### src/rtl/risc8_fetch_unit.sv
// Fetch stage: PC generation, 1-cycle instruction memory read, and a prefetch queue feeding decode.
// Define FETCH_PERF_EN to add saturating perf counters (pops, stall cycles, redirects).
module risc8_fetch_unit #(
  parameter int unsigned       ADDR_W   = 8,
  parameter int unsigned       INSTR_W  = 8,
  parameter int unsigned       QDEPTH   = 4,
  parameter logic [ADDR_W-1:0] RESET_PC = '0
) (
  input  logic               clk,
  input  logic               reset,
  output logic               imem_rd_en_o,
  output logic [ADDR_W-1:0]  imem_addr_o,
  input  logic [INSTR_W-1:0] imem_rdata_i,
  input  logic               redirect_valid_i,
  input  logic [ADDR_W-1:0]  redirect_pc_i,
  input  logic               out_ready_i,
  output logic               out_valid_o,
  output logic [INSTR_W-1:0] out_instr_o,
  output logic [ADDR_W-1:0]  out_pc_o,
`ifdef FETCH_PERF_EN
  output logic [15:0]        perf_fetched_o,
  output logic [15:0]        perf_stall_cycles_o,
  output logic [15:0]        perf_flushes_o,
`endif
  output logic [ADDR_W-1:0]  fetch_pc_o
);

  localparam int unsigned PtrW = (QDEPTH > 1) ? $clog2(QDEPTH) : 1;
  localparam int unsigned CntW = PtrW + 1;
  localparam int unsigned UseW = CntW + 1;

  logic [ADDR_W-1:0]  fetch_pc_q, fetch_pc_d;
  logic [PtrW-1:0]    head_q, head_d;
  logic [PtrW-1:0]    tail_q, tail_d;
  logic [CntW-1:0]    count_q, count_d;
  logic               inflight_q, inflight_d;
  logic [ADDR_W-1:0]  inflight_pc_q, inflight_pc_d;
  logic [ADDR_W-1:0]  pc_mem_q    [QDEPTH];
  logic [INSTR_W-1:0] instr_mem_q [QDEPTH];

  logic [UseW-1:0] used;
  logic            issue;
  logic            push;
  logic            pop;

  // Credit check counts the outstanding read so the queue can never overflow.
  assign used  = {1'b0, count_q} + UseW'(inflight_q);
  assign issue = reset & ~redirect_valid_i & (used < UseW'(QDEPTH));
  assign push  = inflight_q & ~redirect_valid_i;
  assign pop   = out_valid_o & out_ready_i & ~redirect_valid_i;

  assign imem_rd_en_o = issue;
  assign imem_addr_o  = fetch_pc_q;
  assign fetch_pc_o   = fetch_pc_q;
  assign out_valid_o  = (count_q != '0);
  assign out_instr_o  = instr_mem_q[head_q];
  assign out_pc_o     = pc_mem_q[head_q];

  always_comb begin
    fetch_pc_d    = fetch_pc_q;
    head_d        = head_q;
    tail_d        = tail_q;
    count_d       = count_q;
    inflight_d    = 1'b0;
    inflight_pc_d = inflight_pc_q;
    if (redirect_valid_i) begin
      fetch_pc_d = redirect_pc_i;
      head_d     = '0;
      tail_d     = '0;
      count_d    = '0;
    end else begin
      if (issue) begin
        fetch_pc_d    = fetch_pc_q + ADDR_W'(1);
        inflight_d    = 1'b1;
        inflight_pc_d = fetch_pc_q;
      end
      if (push) tail_d = tail_q + PtrW'(1);
      if (pop)  head_d = head_q + PtrW'(1);
      case ({push, pop})
        2'b10:   count_d = count_q + CntW'(1);
        2'b01:   count_d = count_q - CntW'(1);
        default: count_d = count_q;
      endcase
    end
  end

  always_ff @(posedge clk) begin
    if (!reset) begin
      fetch_pc_q    <= RESET_PC;
      head_q        <= '0;
      tail_q        <= '0;
      count_q       <= '0;
      inflight_q    <= 1'b0;
      inflight_pc_q <= '0;
    end else begin
      fetch_pc_q    <= fetch_pc_d;
      head_q        <= head_d;
      tail_q        <= tail_d;
      count_q       <= count_d;
      inflight_q    <= inflight_d;
      inflight_pc_q <= inflight_pc_d;
    end
  end

  // Storage cleared on reset so the empty-queue head reads zero.
  always_ff @(posedge clk) begin
    if (!reset) begin
      for (int i = 0; i < int'(QDEPTH); i++) begin
        pc_mem_q[i]    <= '0;
        instr_mem_q[i] <= '0;
      end
    end else if (push) begin
      pc_mem_q[tail_q]    <= inflight_pc_q;
      instr_mem_q[tail_q] <= imem_rdata_i;
    end
  end

`ifdef FETCH_PERF_EN
  logic [15:0] perf_fetched_q, perf_stall_q, perf_flush_q;

  always_ff @(posedge clk) begin
    if (!reset) begin
      perf_fetched_q <= '0;
      perf_stall_q   <= '0;
      perf_flush_q   <= '0;
    end else begin
      if (pop && (perf_fetched_q != 16'hffff)) perf_fetched_q <= perf_fetched_q + 16'd1;
      if (out_valid_o && !out_ready_i && (perf_stall_q != 16'hffff)) begin
        perf_stall_q <= perf_stall_q + 16'd1;
      end
      if (redirect_valid_i && (perf_flush_q != 16'hffff)) perf_flush_q <= perf_flush_q + 16'd1;
    end
  end

  assign perf_fetched_o      = perf_fetched_q;
  assign perf_stall_cycles_o = perf_stall_q;
  assign perf_flushes_o      = perf_flush_q;
`endif

endmodule

### config.mk
export PLATFORM = sky130hd
export DESIGN_NAME = risc8_fetch_unit
export DESIGN_NICKNAME = d
export VERILOG_FILES = /design/src/rtl/risc8_fetch_unit.sv
export SDC_FILE = /design/constraint.sdc
export NUM_CORES = 1
export LEC_CHECK = 0
export ABC_AREA = 1
export CAP_MARGIN = 25
export CELL_PAD_IN_SITES_DETAIL_PLACEMENT = 1
export CELL_PAD_IN_SITES_GLOBAL_PLACEMENT = 1
export CORE_UTILIZATION = 42
export DETAILED_ROUTE_END_ITERATION = 10
export GPL_TIMING_DRIVEN = 0
export PLACE_DENSITY = 0.9
export SYNTH_ARGS = -nofsm -noshare
export SYNTH_HDL_FRONTEND = slang
export SYNTH_SLANG_ARGS = --single-unit
### constraint.sdc
create_clock -name clk -period 3 [get_ports clk]
set_input_delay 0.6 -clock clk [delete_from_list [all_inputs] [get_ports clk]]
set_output_delay 0.6 -clock clk [all_outputs]
set_load 0.01 [all_outputs]
==> summary.md, run 1 <==
| Metric | Value |
|---|---|
| Status | finished, final reports clean |
| Width of the die | between 100 and 150 microns |
| Register area share after synthesis | ~59% |
| Fin crit period | between 2 and 3 ns |
| Seq cells post-synth | 90 |
| Fin. Hold Viols | 0 |
| Clock sink count | 90 |
| I/O pin count | between 50 and 60 |
| CP startpoint | redirect_valid_i |
| Routed wire length | 11.49 mm |
| Crit path to | imem_rd_en_o |
| Total power | ~0.0026 W |
| Fin nets | 530 |
| Setup tns final | 0 ns |
| Synth area leaders | edfxtp_1 (46%), dfxtp_1 (13%), nor2_1 (9.9%) |
| Post-CTS Setup Inserts | 0 |
| DRT Pass-1 Iters | 4 |
| Post-synthesis cell type count | 29 |
| First-pass GRT wire length | between 15 and 20 mm |
| Syn Nets | 465 |
| Vias per cell | 5.229 |
| Port bufs | between 50 and 60 |
| Via count | 3,352 |
| Routability cong. | 0.7970 |
| Yosys top cell area share | between 40% and 50% |
| CP max FO | 10 |
| Tcrit/Tclk final | 96.00% |
| Placed Area | 4850 sq um |
| Layout cell share with drive strength beyond 1 | 13.09% |
| RSZ-0062 raised after global routing | no |
| PwrDens | 507.8 nW/um^2 |
| Clk_skew | 0.01572 ns |
| Fillers | between 1,000 and 1,500 |
| Slew HR | 31.88% |
| Crit path kind | in2out |
| Multi-input gate area | 1350 sq um |
| PostCTS Resize Cnt | 0 |
| Max Buffers Root-to-Sink | 2 |
| Row cnt | 35 |
| GRT overflow | 0 |
| Reg2Reg Capture Point | count_q[2] |
| Cell at the root of the clock tree | clkbuf_8 |
| CP startpoint kind | input pin |
| Pin count of the biggest net entering global routing | 17 |
| Register-to-register setup slack | 0.84 ns |
| N_diodes | 0 |
| Prevailing post-synth register cell | edfxtp_1 |
| Worst skew pair latency | around 0.37 ns |
| Max cap viols | 0 |
| Final core occ | 54.01% |
| Cells on worst reg2reg path | 11 |
| Core Area | 9415 sq um |
| Type of the worst min-delay path | reg2reg |
| Die area | 10,260 sq um |
| Setup violation total in the final timing report | 0 |
| Worst vdd ir | 257.5 uV |
| Post-Syn Area | 4141 sq um |
| CTS clock-pin slew for the worst setup and hold paths | roughly 0.09 ns |
| Number of global-route vias before repair | 3,606 |
| DR WL/cell | 17.93 microns |
| CTS Buf Count | 9 |
| Avg Cell Area, Syn | 9.370 sq um |
| Crit path DAT | 2.28 ns |
| Async set or reset register ratio after synthesis | 0% |
| Leak | between 1.5 and 2 nW |
| Area Overhead vs Synth | 22.78% |
| Sequential cell area | between 2000 and 2500 sq um |
| Leading area contributor after synthesis | edfxtp_1 |
| Final ANT Viol Nets | 0 |
| Setup crit end kind | output pin |
| Post-DP HPWL | 7.895 mm |
| Post-synth EDFFs | 64 |
| FF-to-FF Start | count_q[0] |
| Synth warn | 0 |
| Post-Syn Instances | 442 |
| CTS tree | done |
| Worst slew pin tran | around 1.0 ns |
| Detailed Route Iter0 Violations | 118 |
| Critical path required time | 2.40 ns |
| Die Span Y | 101.3 microns |
| DRC | 0 |
| Overall Global Routing Usage | 23.91% |
| Cts hold-fix bufs | 0 |
| H-Tree Level Count | 3 |
| Max Clock Freq | ~350 MHz |
| Antenna violations before repair | 0 |
| Fin area | 5085 sq um |
| Max Transition Viols Final | 0 |
| Initial core utilization | 43.99% |
metal layers:
layer / vias up / track usage (%) / share of wire, %
met3: 32 / 4.348 / 3.9
met1: 1636 / 28.35 / 42
li1: 1579 / - / -
met4: 0 / 13.04 / 3.8
met5: - / 0 / 0
met2: 105 / 41.23 / 50
cell usage after synthesis, types with 3 or more instances:
| library cell | count |
|---|---|
| nor3b_1 | 3 |
| nor2_1 | 109 |
| buf_4 | 10 |
| inv_1 | 42 |
| dfxtp_1 | 26 |
| nand2_1 | 42 |
| o22ai_1 | 16 |
| o21ai_0 | 45 |
| nand3_1 | 15 |
| a21oi_1 | 16 |
| edfxtp_1 | 64 |
| nor2_4 | 12 |
| clkbuf_1 | 11 |
| inv_2 | 10 |
worst min path at each step:
| stage | slack [ns] | cells past startpoint | start | endpoint |
|---|---|---|---|---|
| 6_report | 0.49 | 2 | inflight_pc_q[0] | inflight_pc_q[0] |
| 5_1_grt | 0.52 | 2 | inflight_pc_q[0] | inflight_pc_q[0] |
| 4_1_cts | 0.49 | 2 | inflight_pc_q[0] | inflight_pc_q[0] |
| 3_5_place_dp | 0.48 | 2 | inflight_pc_q[0] | inflight_pc_q[0] |
| 3_3_place_gp | 0.46 | 2 | inflight_pc_q[0] | inflight_pc_q[0] |
| 2_1_floorplan | 0.44 | 2 | inflight_pc_q[0] | inflight_pc_q[0] |
where the power goes:
part	switching (W)	leakage [nW]	total, W	internal (W)
Clock	0.000454	0.107	0.000922	0.000468
Combinational	0.000141	0.899	0.000256	0.000115
Sequential	0.0000272	0.874	0.00140	0.00138
Total	0.000622	1.88	0.00258	0.00196
layout by cell type (no fill, tap or decap), types with 6 or more instances in the layout:
cell,n
buf_4,10
a21oi_1,16
dfxtp_1,26
nor2_1,109
o22ai_1,16
clkbuf_8,9
inv_1,42
edfxtp_1,64
o21ai_0,42
nand2_1,42
nor2_4,12
inv_2,10
clkdlybuf4s50_1,52
clkbuf_2,7
clkbuf_1,6
nand3_1,15
layout make-up:
| class | instances | area share, % |
|---|---|---|
| buffer | 27 | 3.248 |
| clock buffer | 9 | 2.436 |
| multi-input combinational | 272 | 26.55 |
| sequential | 90 | 48.03 |
| timing repair buffer | 54 | 10.75 |
| clock inverter | 7 | 1.845 |
| tap | 129 | 3.174 |
| inverter | 53 | 3.962 |
cells by family (layout without fill, tap and decap cells):
| group | count (synthesis) | count (layout) | synth area share, % |
|---|---|---|---|
| DFF | 90 | 90 | 58.97 |
| and+or+nand+nor | 185 | 185 | 20.12 |
| xor gates and xnor gates | 2 | 2 | 0.4230 |
| AOI/OAI and AO/OA | 82 | 82 | 10.70 |
| adders and majority gates | 3 | 3 | 1.088 |
| buffers and inverters | 80 | 150 | 8.701 |
worst max-delay path: stages:
cell and delay, ns:
clkdlybuf4s50_1 0.49, inv_4 0.16, nand3_1 0.17, nor2_4 0.27, clkdlybuf4s50_1 0.58
sequential cells by signal, indices dropped and copies added (netlist names), named ones only:
name / count
pc_mem_q: 32
tail_q: 2
instr_mem_q: 32
inflight_q: 1
count_q: 3
fetch_pc_o: 8
inflight_pc_q: 8
head_q: 2
metrics by stage:
stage | cells | hold WS [ns] | setup slack [ns]
floorplan | 442 | 0.4436 | 0.5831
global placement | 623 | 0.4600 | -0.8264
detailed placement | 624 | 0.4780 | -0.08611
CTS | 640 | 0.4921 | 0.08253
global route | 641 | 0.5211 | 0.02914
finish | 641 | 0.4890 | 0.1201
(Power assumes the default switching activity.)
==> run 2: changes to the inputs <==
==> constraint.sdc (replaced) <==
create_clock -name clk -period 2.9 [get_ports clk]
set_input_delay 0.58 -clock clk [delete_from_list [all_inputs] [get_ports clk]]
set_output_delay 0.58 -clock clk [all_outputs]
set_load 0.01 [all_outputs]
==> summary.md, run 2 (same netlist as run 1, synthesis figures left out) <==
| Metric | Value |
|---|---|
| Cts hold-fix bufs | 0 |
| Met3 usage | 4.348% |
| PwrDens | 526.7 nW/um^2 |
| Status | finished, final reports clean |
| Grt met2 use | 41.23% |
| Setup crit end kind | output pin |
| DR WL/cell | 17.86 microns |
| DRC | 0 |
| Commonest non-fill, non-tap cell in the layout | nor2_1 |
| Crit path DAT | between 2 and 2.5 ns |
| Power Internal | 0.002028 W |
| Max Clock Freq | 362.8 MHz |
| Overall Global Routing Usage | 23.91% |
| Fillers | 1,080 |
| RSZ-0062 raised after global routing | no |
| GR Util met1 | 28.35% |
| Die area | 10,260 sq um |
| Row cnt | 35 |
| Area Overhead vs Synth | 22.99% |
| Sw Ratio | 24.40% |
| Most frequent cells in the layout | nor2_1 (109), edfxtp_1 (64), clkdlybuf4s50_1 (52) |
| Layout Cells excl Fill | 642 |
| Placed Cells | approximately 620 |
| Clock sink count | 90 |
| CTS Buf Count | 9 |
| Vias per cell | 5.201 |
| Routed wire length | 11.47 mm |
| CTS tree | done |
| Layout cell share with drive strength beyond 1 | 13.45% |
| DRT Pass-1 Iters | 4 |
| Worst setup margin | 0.1434 ns |
| Fin crit period | 2.757 ns |
| Total power | 0.002683 W |
| I/O pin count | 54 |
| Cells on worst reg2reg path | 11 |
| Fin. Hold Viols | 0 |
| Combinational Power Share | approximately 9.9% |
| Sequential Power Share | a little over half |
| Register-to-register setup slack | between 0.7 and 0.8 ns |
| Type of the worst min-delay path | reg2reg |
| Final ANT Viol Nets | 0 |
| Setup tns final | 0 ns |
| Max Buffers Root-to-Sink | 2 |
| Number of global-route vias before repair | 3,606 |
| GRT overflow | 0 |
| Layer with the highest usage | met2 |
| Worst skew pair latency | roughly 0.38 ns |
| Max Transition Viols Final | 0 |
| Pin count of the biggest net entering global routing | 17 |
| CTS clock-pin slew for the worst setup and hold paths | 0.09 ns |
| Setup violation total in the final timing report | 0 |
| Hold Crit Depth | 2 |
| CP max FO | 10 |
| Crit path kind | reg2out |
| Core Area | about 9400 sq um |
| Top flop regs | instr_mem_q: 32 flops, pc_mem_q: 32 flops |
| Fin nets | 531 |
| Via count | 3,339 |
| Width of the die | 101.3 microns |
| CP startpoint kind | flip-flop |
| Slew HR | 33.95% |
| Post-DP HPWL | 7.895 mm |
| Detailed Route Iter0 Violations | 112 |
| Power share of the clock group | 36.0% |
| Routability cong. | 0.7970 |
| H-Tree Level Count | 3 |
| Leak | between 1.5 and 2 nW |
| Hold WS | approximately 0.5 ns |
| Worst slew pin tran | 0.9907 ns |
| Antenna violations before repair | 0 |
| Max cap viols | 0 |
| N_diodes | 0 |
| Worst vdd ir | roughly 270 uV |
| Tcrit/Tclk final | 95.05% |
| Port bufs | between 50 and 60 |
| First-pass GRT wire length | 18.18 mm |
| Net switching power | roughly 0.00065 W |
| Place WS | -0.1661 ns |
| Die Span Y | around 100 microns |
| Clk_skew | between 0.02 and 0.025 ns |
| Critical path required time | between 2 and 2.5 ns |
| Cell at the root of the clock tree | clkbuf_8 |
| Initial core utilization | 43.99% |
-- run 2: changes by cell type in the layout (fill, tap and decap cells not counted), sizes merged --
cell	before	now
buf	16	18
clkbuf	22	21
-- run 2: metrics by stage --
step	util [%]	cell area, sq um
floorplan	-	4141
global placement	51.23	4823
detailed placement	51.51	4850
CTS	53.82	5067
global route	54.10	5094
finish	54.10	5094
-- run 2: power groups by stage --
stage | clock, W | combinational (W) | sequential (W)
6_report | 0.000966 | 0.000265 | 0.00145
2_1_floorplan | 0 | 0.000133 | 0.00147
5_1_grt | 0.00101 | 0.000289 | 0.00146
3_3_place_gp | 0 | 0.000245 | 0.00148
4_1_cts | 0.000964 | 0.000265 | 0.00145
3_5_place_dp | 0 | 0.000261 | 0.00148
-- run 2: final timing paths --
check | start | endpoint
worst max-delay path | flip-flop | out_instr_o[2]
worst min-delay path | inflight_pc_q[0] | inflight_pc_q[0]
worst max register to register | count_q[0] | count_q[2]
worst min register to register | inflight_pc_q[0] | inflight_pc_q[0]
-- run 2: layout make-up --
cell class,count,area [sq um],area share (%)
clock buffer,9,123.9,2.432
buffer,27,166.4,3.267
tap,129,161.4,3.169
sequential,90,2442,47.95
inverter,53,201.4,3.955
multi-input combinational,272,1350,26.50
clock inverter,7,93.84,1.842
timing repair buffer,55,554.3,10.88
-- run 2: what timing repair did --
item	in CTS	in global routing
resized for setup	0	13
hold endpoints to repair	0	0
endpoints found under the setup margin	0	16
setup buffers	0	1
-- run 2: routing by layer --
metal | part of all wire, % | vias up
met5 | 0 | -
li1 | - | 1587
met2 | 50 | 107
met1 | 42 | 1613
met4 | 3.7 | 0
met3 | 4.2 | 32
-- run 2: worst max-delay path, cell delays in order (launching register included) --
cell             delay, ns
dfxtp_1               0.45
clkbuf_1              0.40
o21ai_0               0.17
o22ai_1               0.19
clkdlybuf4s50_1       0.60
==> run 3: changes to the inputs <==
--- a/config.mk
+++ b/config.mk
@@ -9,6 +9,7 @@
 export CAP_MARGIN = 25
 export CELL_PAD_IN_SITES_DETAIL_PLACEMENT = 1
 export CELL_PAD_IN_SITES_GLOBAL_PLACEMENT = 1
+export CORE_MARGIN = 3
 export CORE_UTILIZATION = 42
 export DETAILED_ROUTE_END_ITERATION = 10
 export GPL_TIMING_DRIVEN = 0
==> summary.md, run 3 (same netlist as run 1, synthesis figures left out) <==
| Metric | Value |
|---|---|
| Status | finished, final reports clean |
| Slew HR | 34.71% |
| Cells on worst reg2reg path | 11 |
| Clock sink count | 90 |
| Crit path kind | in2out |
| Commonest non-fill, non-tap cell in the layout | nor2_1 |
| Most frequent cells in the layout | nor2_1 (109), edfxtp_1 (64), clkdlybuf4s50_1 (52) |
| Layout cell share with drive strength beyond 1 | 13.33% |
| Pin count of the biggest net entering global routing | 17 |
| Clk_skew | 0.01536 ns |
| Setup crit end kind | output pin |
| Max Clock Freq | 354.3 MHz |
| Cell at the root of the clock tree | clkbuf_8 |
| Worst slew pin tran | 0.9793 ns |
| Max Transition Viols Final | 0 |
| FF-to-FF Start | count_q[0] |
| Post-DP HPWL | 7.812 mm |
| Area Overhead vs Synth | 22.93% |
| Sequential Power Share | a little over half |
| Setup violation total in the final timing report | 0 |
| Routed wire length | 11.35 mm |
| Final ANT Viol Nets | 0 |
| Number of global-route vias before repair | 3,578 |
| PwrDens | 537.2 nW/um^2 |
| Die area | roughly 11,000 sq um |
| RSZ-0062 raised after global routing | no |
| Fin crit period | between 2 and 3 ns |
| First-pass GRT wire length | 18.13 mm |
| Power Internal | around 0.0021 W |
| CP startpoint kind | input pin |
| DRT Pass-1 Iters | 5 |
| Width of the die | 105.3 microns |
| Hold Crit Depth | 2 |
| Via count | 3,278 |
| Net switching power | approximately 0.00062 W |
| Final core occ | between 50% and 60% |
| Detailed Route Iter0 Violations | 91 |
| N_diodes | 0 |
| Leak | 1.893 nW |
| Fin nets | roughly 530 |
| Power share of the clock group | 37.4% |
| CTS clock-pin slew for the worst setup and hold paths | 0.08 ns |
| Routability cong. | 0.7658 |
| Combinational Power Share | 9.6% |
| Total power | between 0.002 and 0.003 W |
| Vias per cell | 5.130 |
| H-Tree Level Count | 3 |
| Tcrit/Tclk final | 97.32% |
| Worst vdd ir | 296.3 uV |
| DR WL/cell | 17.76 microns |
| Row cnt | 35 |
| Fin. Hold Viols | 0 |
| Type of the worst min-delay path | reg2reg |
| Max Buffers Root-to-Sink | 2 |
| Crit path DAT | 2.24 ns |
| GRT overflow | 0 |
| Core Area | 9415 sq um |
| Crit path to | imem_rd_en_o |
| Critical path required time | 2.32 ns |
| CP startpoint | redirect_valid_i |
| Register-to-register setup slack | 0.81 ns |
| Die Span Y | 105.3 microns |
| I/O pin count | 54 |
| DRC | 0 |
| Max cap viols | 0 |
| Top flop regs | instr_mem_q: 32 flops, pc_mem_q: 32 flops |
| CTS tree | done |
| Initial core utilization | 43.99% |
| Fillers | 1,077 |
| CP max FO | 10 |
| Antenna violations before repair | 0 |
| CTS Buf Count | 9 |
| Port bufs | 52 |
| Overall Global Routing Usage | a little over a fifth |
| Worst skew pair latency | 0.37 ns |
| Sw Ratio | 22.81% |
| Cts hold-fix bufs | 0 |
| Reg2Reg Capture Point | count_q[2] |
==> run 3: cell types whose count changed in the layout (fill, tap and decap cells not counted), sizes merged <==
cell	delta
bufinv	+1
clkinvlp	-1
clkinv	-2
clkbuf	+2
buf	-3
==> run 3: worst max-delay path, stage by stage <==
cell and delay, ns:
clkdlybuf4s50_1 0.49, inv_4 0.17, nand3_1 0.15, nor2_4 0.26
clkdlybuf4s50_1 0.59
==> run 3: timing repair <==
| item | 4_1_cts | 5_1_grt |
|---|---|---|
| endpoints found under the setup margin | 2 | 10 |
| buffers inserted | 0 | 0 |
| pin swaps | 0 | 0 |
| resized for setup | 3 | 10 |
==> run 3: power groups by stage <==
stage               Combinational (W)  Sequential (W)  Clock [W]
finish                       0.000262         0.00145    0.00102
floorplan                    0.000133         0.00147          0
global placement             0.000246         0.00148          0
CTS                          0.000264         0.00145    0.00103
global route                 0.000287         0.00146    0.00107
detailed placement           0.000262         0.00148          0
==> run 3: how the worst min path moves through the flow <==
| stage | endpoint | start |
|---|---|---|
| floorplan | inflight_pc_q[0] | inflight_pc_q[0] |
| global placement | inflight_pc_q[0] | inflight_pc_q[0] |
| detailed placement | inflight_pc_q[3] | inflight_pc_q[3] |
| CTS | inflight_pc_q[3] | inflight_pc_q[3] |
| global route | inflight_pc_q[0] | inflight_pc_q[0] |
| finish | inflight_pc_q[0] | inflight_pc_q[0] |
==> run 3: cell type report <==
class	instances	area (sq um)	share of cell area, %
plain buffers	27	168.9	3.318
clock buffers	10	127.6	2.507
clock inverters	5	103.9	2.040
inverters	53	201.4	3.957
multi-input cells	272	1350	26.52
flip-flops and latches	90	2442	47.97
well taps	129	161.4	3.170
repair buffers	53	535.5	10.52
==> run 3: metrics by stage <==
| stage | TNS (ns) | area [sq um] | cells | hold slack (ns) | worst slack [ns] |
|---|---|---|---|---|---|
| finish | 0 | 5091 | 639 | 0.4999 | 0.07781 |
| detailed placement | -2.598 | 4850 | 624 | 0.4817 | -0.1642 |
| global placement | -39.53 | 4823 | 623 | 0.4595 | -0.9258 |
| CTS | 0 | 5085 | 639 | 0.4953 | 0.002681 |
| global route | 0 | 5091 | 639 | 0.5236 | 0.01094 |
| floorplan | 0 | 4141 | 442 | 0.4436 | 0.5031 |
==> run 3: per-layer routing <==
metal  share of wire [%]  wire, microns  vias to the layer above  GRT usage, %
met1                  42           4723                     1604         24.59
met5                   0              0                        -             0
met4                 1.5            175                        0         7.123
met3                 4.2            480                       10         3.246
li1                    -              -                     1568             -
met2                  53           5971                       96         38.93
